--- src/rtl/branch_recovery_unit.sv ---
// branch_recovery_unit
//   Tracks conditional branches from decode until memory-stage resolution.
//   On a direction mispredict it drives a one-cycle fetch redirect and holds
//   the pipeline flush line for FLUSH_CYCLES cycles. Younger in-flight records
//   are wrong-path, so they are discarded at that point.
//
//   Optional build macro: BRU_STATS_EN enables the saturating statistics
//   counters. Without it, branch_count and mispredict_count are tied to 0.
//
// Ports
//   clk, reset         : clock, asynchronous active-high reset
//   dec_valid          : branch in decode this cycle
//   dec_pc/dec_target  : branch PC and taken target
//   dec_prediction     : predicted taken
//   stall              : pipeline hold (blocks pushes only)
//   mem_resolve        : oldest tracked branch resolves this cycle
//   mem_taken          : actual branch outcome
//   redirect_valid/_pc : one-cycle PC redirect and corrected address
//   flush              : squash IF/ID/EX pipeline registers
//   busy               : records in flight or recovery in progress
//   overflow_err       : sticky, push dropped while full
//   underflow_err      : sticky, resolve seen while empty
//   branch_count       : resolved branches (BRU_STATS_EN)
//   mispredict_count   : mispredicted branches (BRU_STATS_EN)
module branch_recovery_unit #(
    parameter int unsigned DEPTH        = 4,
    parameter int unsigned FLUSH_CYCLES = 2,
    parameter int unsigned CNT_W        = 16
) (
    input  logic             clk,
    input  logic             reset,
    input  logic             dec_valid,
    input  logic [31:0]      dec_pc,
    input  logic [31:0]      dec_target,
    input  logic             dec_prediction,
    input  logic             stall,
    input  logic             mem_resolve,
    input  logic             mem_taken,
    output logic             redirect_valid,
    output logic [31:0]      redirect_pc,
    output logic             flush,
    output logic             busy,
    output logic             overflow_err,
    output logic             underflow_err,
    output logic [CNT_W-1:0] branch_count,
    output logic [CNT_W-1:0] mispredict_count
);

    localparam int unsigned AW = $clog2(DEPTH);
    localparam logic [AW:0]   FULL_CNT   = (AW+1)'(DEPTH);
    localparam logic [AW:0]   CNT_ONE    = (AW+1)'(1);
    localparam logic [AW-1:0] PTR_ONE    = AW'(1);
    localparam logic [2:0]    FLUSH_LOAD = 3'(FLUSH_CYCLES - 1);

    typedef enum logic {
        TRACK   = 1'b0,
        RECOVER = 1'b1
    } state_t;

    // Record storage
    logic [31:0] pc_mem   [DEPTH];
    logic [31:0] tgt_mem  [DEPTH];
    logic        pred_mem [DEPTH];

    state_t      state_q, state_d;
    logic [2:0]  fcnt_q, fcnt_d;
    logic [AW-1:0] wr_q, wr_d, rd_q, rd_d;
    logic [AW:0] cnt_q, cnt_d;
    logic        redirect_valid_q, redirect_valid_d;
    logic [31:0] redirect_pc_q, redirect_pc_d;
    logic        flush_q, flush_d;
    logic        busy_q, busy_d;
    logic        ovf_q, ovf_d;
    logic        unf_q, unf_d;

    logic in_track, empty, full;
    logic pop, mispred, good_pop, push_req, push, drop, underflow;

    always_comb begin
        in_track  = (state_q == TRACK);
        empty     = (cnt_q == '0);
        full      = (cnt_q == FULL_CNT);
        pop       = in_track & mem_resolve & ~empty;
        mispred   = pop & (pred_mem[rd_q] != mem_taken);
        good_pop  = pop & ~mispred;
        push_req  = in_track & dec_valid & ~stall;
        // A correct pop in the same cycle frees the head slot, so a push
        // into a full buffer is accepted then and occupancy is unchanged.
        push      = push_req & ~mispred & (~full | good_pop);
        drop      = push_req & full & ~pop;
        underflow = in_track & mem_resolve & empty;
    end

    always_comb begin
        state_d          = state_q;
        fcnt_d           = fcnt_q;
        wr_d             = wr_q;
        rd_d             = rd_q;
        cnt_d            = cnt_q;
        redirect_valid_d = 1'b0;
        redirect_pc_d    = redirect_pc_q;
        ovf_d            = ovf_q | drop;
        unf_d            = unf_q | underflow;

        unique case (state_q)
            TRACK: begin
                if (mispred) begin
                    // Everything younger than the mispredicted branch is
                    // wrong-path: empty the buffer on the same edge.
                    state_d          = RECOVER;
                    fcnt_d           = FLUSH_LOAD;
                    wr_d             = '0;
                    rd_d             = '0;
                    cnt_d            = '0;
                    redirect_valid_d = 1'b1;
                    redirect_pc_d    = mem_taken ? tgt_mem[rd_q]
                                                 : pc_mem[rd_q] + 32'd4;
                end else begin
                    if (push) wr_d = wr_q + PTR_ONE;
                    if (pop)  rd_d = rd_q + PTR_ONE;
                    unique case ({push, pop})
                        2'b10:   cnt_d = cnt_q + CNT_ONE;
                        2'b01:   cnt_d = cnt_q - CNT_ONE;
                        default: cnt_d = cnt_q;
                    endcase
                end
            end
            RECOVER: begin
                if (fcnt_q == '0) state_d = TRACK;
                else              fcnt_d  = fcnt_q - 3'd1;
            end
            default: state_d = TRACK;
        endcase

        flush_d = (state_d == RECOVER);
        busy_d  = (cnt_d != '0) | (state_d == RECOVER);
    end

    always_ff @(posedge clk or posedge reset) begin
        if (reset) begin
            state_q          <= TRACK;
            fcnt_q           <= '0;
            wr_q             <= '0;
            rd_q             <= '0;
            cnt_q            <= '0;
            redirect_valid_q <= 1'b0;
            redirect_pc_q    <= '0;
            flush_q          <= 1'b0;
            busy_q           <= 1'b0;
            ovf_q            <= 1'b0;
            unf_q            <= 1'b0;
        end else begin
            state_q          <= state_d;
            fcnt_q           <= fcnt_d;
            wr_q             <= wr_d;
            rd_q             <= rd_d;
            cnt_q            <= cnt_d;
            redirect_valid_q <= redirect_valid_d;
            redirect_pc_q    <= redirect_pc_d;
            flush_q          <= flush_d;
            busy_q           <= busy_d;
            ovf_q            <= ovf_d;
            unf_q            <= unf_d;
        end
    end

    always_ff @(posedge clk) begin
        if (push) begin
            pc_mem[wr_q]   <= dec_pc;
            tgt_mem[wr_q]  <= dec_target;
            pred_mem[wr_q] <= dec_prediction;
        end
    end

    assign redirect_valid = redirect_valid_q;
    assign redirect_pc    = redirect_pc_q;
    assign flush          = flush_q;
    assign busy           = busy_q;
    assign overflow_err   = ovf_q;
    assign underflow_err  = unf_q;

`ifdef BRU_STATS_EN
    logic [CNT_W-1:0] branch_cnt_q, mispred_cnt_q;

    always_ff @(posedge clk or posedge reset) begin
        if (reset) begin
            branch_cnt_q  <= '0;
            mispred_cnt_q <= '0;
        end else begin
            if (pop && branch_cnt_q != '1)
                branch_cnt_q <= branch_cnt_q + CNT_W'(1);
            if (mispred && mispred_cnt_q != '1)
                mispred_cnt_q <= mispred_cnt_q + CNT_W'(1);
        end
    end

    assign branch_count     = branch_cnt_q;
    assign mispredict_count = mispred_cnt_q;
`else
    assign branch_count     = '0;
    assign mispredict_count = '0;
`endif

endmodule

--- config.mk ---
export PLATFORM = sky130hd
export DESIGN_NAME = branch_recovery_unit
export DESIGN_NICKNAME = d
export VERILOG_FILES = /design/src/rtl/branch_recovery_unit.sv
export SDC_FILE = /design/constraint.sdc
export NUM_CORES = 1
export LEC_CHECK = 0
export BUFFER_PORTS_ARGS = -buffer_cell sky130_fd_sc_hd__buf_2
export CAP_MARGIN = 20
export CORE_MARGIN = 8
export CORE_UTILIZATION = 25
export DETAILED_ROUTE_END_ITERATION = 10
export SLEW_MARGIN = 20
export SYNTH_ARGS = -nofsm -noshare
export SYNTH_HDL_FRONTEND = slang
export SYNTH_SLANG_ARGS = --single-unit
export TNS_END_PERCENT = 1
--- constraint.sdc ---
create_clock -name clk -period 10 [get_ports clk]
set_input_delay 1.5 -clock clk [delete_from_list [all_inputs] [get_ports clk]]
set_output_delay 1.5 -clock clk [all_outputs]
set_load 0.01 [all_outputs]
==> metrics.cfg, run 1 <==
[synthesis]
yosysUniqueCellTypes = 52
synth_area_leader_cell = edfxtp_1
yosys_warnings = 0
dominantRegCellSynth = edfxtp_1
ys_async_sr_fraction = 0.153
syn_inst = 697
synth_area_per_cell_um2 = 18.1
yosysTopAreaCellShare = 0.620
yosysSeqAreaShare = 0.713
synth-edff-count = 260
syn_area_mm2 = 0.0126
synthTopCellsByArea = edfxtp_1 62%, mux4_2 10%, dfrtp_1 9.3%
synth_seq_cells = 307
yosysMostFrequentCell = edfxtp_1
synthTopCellsByCount = 260 x edfxtp_1, 56 x mux4_2, 47 x dfrtp_1, 32 x buf_4

[power_and_ir_drop]
power_w = 0.00377
p_leak_nw = 4.97
power_density_mw_per_mm2 = 256
peakVddDrop_mv = 0.136

[routing]
viasPerCell = 4.35
route.detailed.drc = 0
drt-wirelength-per-cell_um = 19.8
ant_nets = 0
first_pass_iters = 5
drt_iter0_drc = 466
drt-total-wl_mm = 30.0
via_count = 6579

[floorplanning]
io_pins = 140
core_area_mm2 = 0.0500
fp.dieW_um = 241
start_util = 0.252
die_y_um = 241
num_rows = 82
die_area_mm2 = 0.0578

[timing]
relSlewSlack = 0.291
report.final.hold_viol_count = 0
final-max-slew-violation-count = 0
finClkSkew_ns = 0.0104
setup_viol = 0
period_needed_ns = 4.06
rsz0062_at_grt = false
setup_tns_ns = 0
max_freq_mhz = 246
setup_slack_ns = 5.94
finalCritPeriodShare = 0.406
tightest_slew_ns = 1.06

[cts]
clk_path_buf_depth = 3
cts_setup_buffers = 0
htreeDepth = 1
clkLatencyLatePin_ns = 0.56
path_clk_slew_ns = 0.06
cts_tree = done
clock-sinks = 307
ctsHoldBuffers = 0
cts_resized = 0
cts_root_buf = clkbuf_16
cts_buffers = 31

[critical_path]
worstReg2RegEnd = busy
worstPathArrival_ns = 4.44
critPathSlowestCell = nand2b_2
path_buf_inv = 3
reg2reg_slack_ns = 6.02
start_kind = primary input
cp-endpoint = busy
crit-reg2reg-launch = rd_q[0]
cp-end-kind = flop
critPathMostFrequentCell = xor2_1
criticalPathCategory = primary input to flop
path_cells = buf_2 > buf_4 > xnor2_1 > nand2b_2 > and2_1 > inv_1 > ha_1 > fa_1 > xor2_1 > nand2_1 > xor2_1 > nand4_1
crit_path_max_incr_delay_ns = 0.78
startpoint = mem_taken
path_delay_family = simple AND/OR/NAND/NOR gates
rr_worst_depth = 11
crit_cells = 12
cp.required_ns = 10.37
critPathMaxFanout = 48

[global_routing]
grt_max_degree = 66
grt_antenna_before_repair = 13
grt_pass1_vias = 6690
grt_remaining_overflow = 0
grt_usage = 0.0998
grt_pass1_wl_mm = 43.6

[finish]
nNetsFinal = 896
drive_gt1_frac = 0.286
area_growth_pct = 16.7

[placed_design]
port_buffers = 107
hpwl_mm = 19.9
place.gp.congestion = 0.723
place_ws_ns = 5.34

[worst_hold_path]
min_path_type = flop to flop
holdPathStages = 1

[job]
drv_cap = 0

[status]
status = complete, no violations

[state kept, by name (all words and copies together), names as in the netlist]
name / cells
redirect_valid: 1
wr_q: 2
redirect_pc: 32
rd_q: 2
busy: 1
flush: 1
overflow_err: 1
underflow_err: 1
fcnt_q: 3
cnt_q: 3
pc_mem: 128
tgt_mem: 128
pred_mem: 4
[worst min path at each step]
stage / startpoint / end / slack (ns)
global placement: overflow_err / overflow_err / 0.45
floorplan: fcnt_q[0] / fcnt_q[0] / 0.46
global route: overflow_err / overflow_err / 0.49
CTS: underflow_err / underflow_err / 0.47
detailed placement: underflow_err / underflow_err / 0.46
finish: underflow_err / underflow_err / 0.47
[layout by cell type (no fill, tap or decap), drive strengths merged, types with 2 or more instances in the layout]
cell      n
edfxtp  260
buf     118
mux4     65
dfrtp    47
clkbuf   44
conb     32
nand2    31
nor2     30
xnor2    26
a21oi    23
nand3    19
o21ai    18
o22ai    16
inv      14
and3     11
nor3      9
mux2i     9
ha        8
nor4      8
xor2      7
clkinv    7
diode     4
mux2      4
nand2b    4
and4      4
nor4b     3
nand4     3
o21a      2
and2      2
a221oi    2
[per-layer routing]
layer,track usage,share of wire,vias up
li1,-,-,2935
met1,0.134,0.44,3364
met2,0.160,0.47,217
met3,0.0305,0.076,51
met4,0.0186,0.017,12
met5,0,0.0026,-
[worst register-to-register path, stage by stage, from the launching register on]
cell      delay [ns]
dfrtp_4         0.82
mux4_2          0.61
xnor2_1         0.17
nand2b_2        0.78
and2_1          0.24
inv_1           0.04
ha_1            0.20
fa_1            0.39
xor2_1          0.17
nand2_1         0.08
xor2_1          0.19
nand4_1         0.11
[area by class of cell]
cell class / count / area (um^2)
tap: 672 / 841
inverter: 13 / 48.8
multi-input combinational: 345 / 3260
timing repair buffer: 118 / 618
clock inverter: 10 / 80.1
fill: 4952 / 35300
antenna: 4 / 10.0
sequential: 307 / 8990
clock buffer: 44 / 855
[stage by stage]
step / util / instance area, um^2 / instances / hold WS, ns
3_5_place_dp: 0.275 / 13800 / 1455 / 0.459
2_1_floorplan: - / 12700 / 728 / 0.465
6_report: 0.294 / 14700 / 1513 / 0.468
3_3_place_gp: 0.275 / 13800 / 1455 / 0.447
4_1_cts: 0.294 / 14700 / 1509 / 0.473
5_1_grt: 0.294 / 14700 / 1509 / 0.490
[kinds of logic (layout without fill, tap and decap cells)]
logic type | Yosys count | after routing | synth area share
other | 1 | 36 | 0.000298
AOI/OAI and AO/OA | 67 | 67 | 0.0314
DFF | 307 | 307 | 0.713
and+or+nand+nor | 126 | 126 | 0.0555
xor gates and xnor gates | 33 | 33 | 0.0229
muxes | 78 | 78 | 0.130
adders and majority gates | 9 | 9 | 0.00953
buffers and inverters | 76 | 185 | 0.0379
[report_power, final]
| group | switching (W) | internal [W] |
|---|---|---|
| clock network | 0.000455 | 0.000615 |
| registers | 0.000123 | 0.00157 |
| logic | 0.000579 | 0.000427 |
| total | 0.00116 | 0.00261 |
(Power assumes the default switching activity.)
==> inputs of run 2 (changes only) <==
==> constraint.sdc (replaced) <==
create_clock -name clk -period 3.5 [get_ports clk]
set_input_delay 0.525 -clock clk [delete_from_list [all_inputs] [get_ports clk]]
set_output_delay 0.525 -clock clk [all_outputs]
set_load 0.01 [all_outputs]
==> metrics.cfg, run 2 (synthesized netlist as in run 1, its figures left out) <==
[timing]
final-max-slew-violation-count = 0
finClkSkew_ns = 0.0193
setup_viol = 0
max_freq_mhz = 343
rsz0062_at_grt = false
report.final.hold_viol_count = 0
relSlewSlack = 0.425
period_needed_ns = 2.91
tightest_slew_ns = 0.861
setup_tns_ns = 0
finalCritPeriodShare = 0.832

[global_routing]
grt_usage = 0.102
grt_pass1_wl_mm = 44.3
grt_max_degree = 66
grt_remaining_overflow = 0
grt_pass1_vias = 6620
grt_antenna_before_repair = 21

[routing]
drt-total-wl_mm = 30.6
via_count = 6555
drt-wirelength-per-cell_um = 20.1
ant_nets = 0
route.detailed.drc = 0
viasPerCell = 4.29
drt_iter0_drc = 482
first_pass_iters = 5

[cts]
clk_path_buf_depth = 3
htreeDepth = 1
ctsHoldBuffers = 0
cts_setup_buffers = 0
cts_tree = done
cts_root_buf = clkbuf_16
cts_resized = 0
clkLatencyLatePin_ns = 0.57
clock-sinks = 307
cts_buffers = 31
path_clk_slew_ns = 0.06

[critical_path]
critPathSlowestCell = nor4_1
criticalPathCategory = flop to flop
path_delay_family = simple AND/OR/NAND/NOR gates
start_kind = flop
critPathMaxFanout = 23
cp.required_ns = 3.91
path_buf_inv = 1
worstPathArrival_ns = 3.32
path_cells = buf_4 > mux4_1 > and3_1 > nand4_4 > nor4_1 > xnor2_1 > o22ai_1
cp-end-kind = flop
crit_path_max_incr_delay_ns = 0.56

[finish]
drive_gt1_frac = 0.290
final_cell_mix = 260 x edfxtp_1, 107 x buf_2, 56 x mux4_2
layout_commonest_cell = edfxtp_1
fillers = 4932
nNetsFinal = 904
post-route-util = 0.299
area_growth_pct = 18.5
stdcell_area_mm2 = 0.0149

[power_and_ir_drop]
peakVddDrop_mv = 0.403
p_leak_nw = 5.07
power_density_mw_per_mm2 = 739

[floorplanning]
core_area_mm2 = 0.0500
io_pins = 140
die_area_mm2 = 0.0578
fp.dieW_um = 241
die_y_um = 241
num_rows = 82
start_util = 0.252

[job]
drv_cap = 0

[placed_design]
place.gp.congestion = 0.743
placed_area_mm2 = 0.0139
hpwl_mm = 21.0
port_buffers = 107

[worst_hold_path]
min_path_type = primary input to async pin

[status]
status = complete, no violations

[run 2: cell count changes in the layout (fill, tap and decap cells not counted), sizes merged]
cell	previous run	this run
diode	4	6
clkinv	7	13
clkinvlp	1	0
clkbuf	44	40
bufinv	1	4
buf	118	126
[run 2: path summary, 6_finish.rpt]
path,slack (ns),from,to,depth (start not counted)
max reg2reg,0.59,rd_q[0],redirect_pc[31],7
max,0.59,rd_q[0],redirect_pc[31],7
min,0.14,reset,redirect_pc[12],2
min reg2reg,0.46,underflow_err,underflow_err,1
min in group clk,0.17,dec_pc[15],pc_mem[3][15],1
max in group asynchronous,2.65,reset,redirect_pc[2],3
[run 2: layout make-up]
cell class | count | area, um^2 | share of cell area
Clock inverter | 18 | 196 | 0.0132
Timing Repair Buffer | 126 | 766 | 0.0513
Clock buffer | 40 | 810 | 0.0542
Inverter | 13 | 48.8 | 0.00327
Multi-Input combinational cell | 345 | 3260 | 0.219
Antenna cell | 6 | 15.0 | 0.00101
Sequential cell | 307 | 8990 | 0.602
Tap cell | 672 | 841 | 0.0563
[run 2: per-layer routing]
metal	up-vias	part of all wire	GRT usage
li1	2952	-	-
met1	3288	0.42	0.133
met2	217	0.45	0.157
met3	70	0.099	0.0413
met4	28	0.026	0.0278
met5	-	0.0058	0
[run 2: metrics by stage]
| stage | setup WS [ns] | cells | hold slack [ns] | total power (W) |
|---|---|---|---|---|
| after detailed placement | 0.596 | 1463 | 0.457 | 0.00793 |
| after global routing | 0.401 | 1522 | 0.150 | 0.0116 |
| final | 0.587 | 1527 | 0.141 | 0.0110 |
| after CTS | 0.588 | 1521 | 0.136 | 0.0112 |
| after floorplan | -0.417 | 728 | 0.465 | 0.00685 |
| after global placement | 0.685 | 1463 | 0.445 | 0.00787 |
[run 2: power by group]
part | internal (W) | total [W] | switching [W]
registers | 0.00447 | 0.00471 | 0.000234
clock network | 0.00192 | 0.00327 | 0.00134
logic | 0.00128 | 0.00306 | 0.00178
total | 0.00768 | 0.0110 | 0.00336
==> inputs of run 3 (changes only) <==
--- a/config.mk
+++ b/config.mk
@@ -5,6 +5,7 @@
 export SDC_FILE = /design/constraint.sdc
 export NUM_CORES = 1
 export LEC_CHECK = 0
+export ABC_AREA = 1
 export BUFFER_PORTS_ARGS = -buffer_cell sky130_fd_sc_hd__buf_2
 export CAP_MARGIN = 20
 export CORE_MARGIN = 8
==> constraint.sdc (replaced) <==
create_clock -name clk -period 2.78 [get_ports clk]
set_input_delay 0.417 -clock clk [delete_from_list [all_inputs] [get_ports clk]]
set_output_delay 0.417 -clock clk [all_outputs]
set_load 0.01 [all_outputs]
==> metrics.cfg, run 3 <==
[placed_design]
port_buffers = 107
hpwl_mm = 25.7
place_ws_ns = 0.145
place.gp.congestion = 0.856

[timing]
final-max-slew-violation-count = 0
rsz0062_at_grt = false
tightest_slew_ns = 0.769
setup_tns_ns = 0
setup_viol = 0
setup_slack_ns = 0.183
period_needed_ns = 2.60
max_freq_mhz = 385
finClkSkew_ns = 0.0160
report.final.hold_viol_count = 0
finalCritPeriodShare = 0.934
relSlewSlack = 0.487

[routing]
highest_layer = met5
ant_nets = 0
drt_iter0_drc = 680
routedLengthMet1_mm = 17.1
first_pass_iters = 5
via_count = 9920
drt-wirelength-per-cell_um = 17.6
routed-wl-met2_mm = 18.9
route.detailed.drc = 0
drt-total-wl_mm = 39.2
viasPerCell = 4.44
dr_wl_met3_mm = 2.44

[cts]
htreeDepth = 2
clk_path_buf_depth = 3
cts_tree = done
cts_buffers = 34
clkLatencyLatePin_ns = 0.53
cts_root_buf = clkbuf_16
path_clk_slew_ns = 0.06
clock-sinks = 307

[power_and_ir_drop]
power_density_mw_per_mm2 = 1040
p_leak_nw = 6.56
peakVddDrop_mv = 0.576

[synthesis]
yosys_warnings = 0
synthTopCellsByArea = edfxtp_1 56%, nand2_1 12%, dfrtp_1 8.4%
synth-edff-count = 260
synth_area_leader_cell = edfxtp_1
synth_seq_cells = 307
synth_area_per_cell_um2 = 10.5
yosysTopAreaCellShare = 0.560
dominantRegCellSynth = edfxtp_1
syn_inst = 1333
yosysMostFrequentCell = nand2_1
syn_area_mm2 = 0.0139
yosysSeqAreaShare = 0.645
ys_async_sr_fraction = 0.153
synthTopCellsByCount = 429 x nand2_1, 260 x edfxtp_1, 101 x nand3_1, 101 x nor2_1, 68 x a21oi_1
yosysUniqueCellTypes = 43

[floorplanning]
num_rows = 86
fp.dieW_um = 252
io_pins = 140
core_area_mm2 = 0.0551
die_area_mm2 = 0.0635
die_y_um = 252
start_util = 0.253

[job]
drv_cap = 0

[finish]
area_growth_pct = 19.1
layout_commonest_cell = nand2_1
drive_gt1_frac = 0.175
multi_input_area_mm2 = 0.00423
fillers = 5682
area.sequential_mm2 = 0.00899
nNetsFinal = 1536
final_cell_mix = 428 x nand2_1, 260 x edfxtp_1, 107 x buf_2

[global_routing]
grt_usage = 0.120
grt_pass1_vias = 9701
grt_max_degree = 125
grt_antenna_before_repair = 8
grt_pass1_wl_mm = 58.8
grt_remaining_overflow = 0

[critical_path]
path_delay_family = simple AND/OR/NAND/NOR gates
startpoint = rd_q[0]
path_buf_inv = 0
path_cells = nand2_1 > nand3_1 > nand2_1 > xor2_1 > or2_1 > nand2_4 > ha_2 > fa_1 > or2_2 > nand3_2 > xor2_1 > or2_2 > nand4_1
crit-reg2reg-launch = rd_q[0]
cp.required_ns = 3.24
cp-end-kind = flop
start_kind = flop
worstPathArrival_ns = 3.06
criticalPathCategory = flop to flop
critPathMaxFanout = 5
crit_path_max_incr_delay_ns = 0.53
critPathSlowestCell = dfrtp_4

[status]
status = complete, no violations

[worst_hold_path]
min_path_type = primary input to flop
min_from = dec_target[8]

[run 3: layout make-up]
class	instances	share of cell area
sequential	307	0.542
multi-input combinational	893	0.255
timing repair buffer	151	0.0611
clock inverter	20	0.0149
tap	748	0.0564
clock buffer	42	0.0549
antenna	2	0.000302
inverter	69	0.0158
[run 3: repair_timing]
action / 4_1_cts / 5_1_grt
setup endpoints to repair: 0 / 8
hold buffers: 1 / 0
buffers inserted: 0 / 3
endpoints found under the hold margin: 20 / 0
gates resized for setup: 0 / 5
[run 3: kinds of logic (layout without fill, tap and decap cells)]
logic type | after synthesis | in the layout | share of synthesized area
DFF | 307 | 307 | 0.645
and+or+nand+nor | 683 | 683 | 0.204
xor gates and xnor gates | 7 | 7 | 0.00440
muxes | 5 | 5 | 0.00359
AOI/OAI and AO/OA | 157 | 157 | 0.0703
buffers and inverters | 164 | 282 | 0.0637
other | 1 | 34 | 0.000269
adders and majority gates | 9 | 9 | 0.00862
[run 3: stage by stage]
stage	instances	instance area, um^2	util	hold slack, ns	power (W)
finish	2232	16600	0.301	0.103	0.0172
global route	2231	16600	0.301	0.0888	0.0183
CTS	2226	16500	0.300	0.0779	0.0172
detailed placement	2163	15300	0.279	0.461	0.0125
global placement	2163	15300	0.279	0.453	0.0124
floorplan	1364	14100	-	0.493	0.0104
[run 3: metal layers]
| layer | vias up | GRT usage |
|---|---|---|
| li1 | 4738 | - |
| met1 | 4824 | 0.156 |
| met2 | 303 | 0.204 |
| met3 | 53 | 0.0206 |
| met4 | 2 | 0.0316 |
| met5 | - | 0 |
[run 3: path summary, 6_finish.rpt]
check	cells after the start	to	slack, ns
setup / recovery	13	busy	0.18
hold / removal	1	tgt_mem[0][8]	0.10
setup reg to reg	13	busy	0.18
hold reg to reg	1	underflow_err	0.48
max in group asynchronous	4	redirect_pc[0]	1.51
min in group asynchronous	3	cnt_q[0]	0.45
[run 3: worst register-to-register path, delay by kind of cell (launching register included)]
family | cells | cell delay, ns
xor+xnor | 2 | 0.20
fa+ha+maj | 2 | 0.57
flops | 1 | 0.53
simple gates | 9 | 1.25
[run 3: power by group]
part           switching [W]  leakage, nW  internal, W
Clock                0.00185        0.571      0.00281
Combinational        0.00426         3.09      0.00218
Sequential          0.000390         2.90      0.00568
Total                0.00650         6.56       0.0107
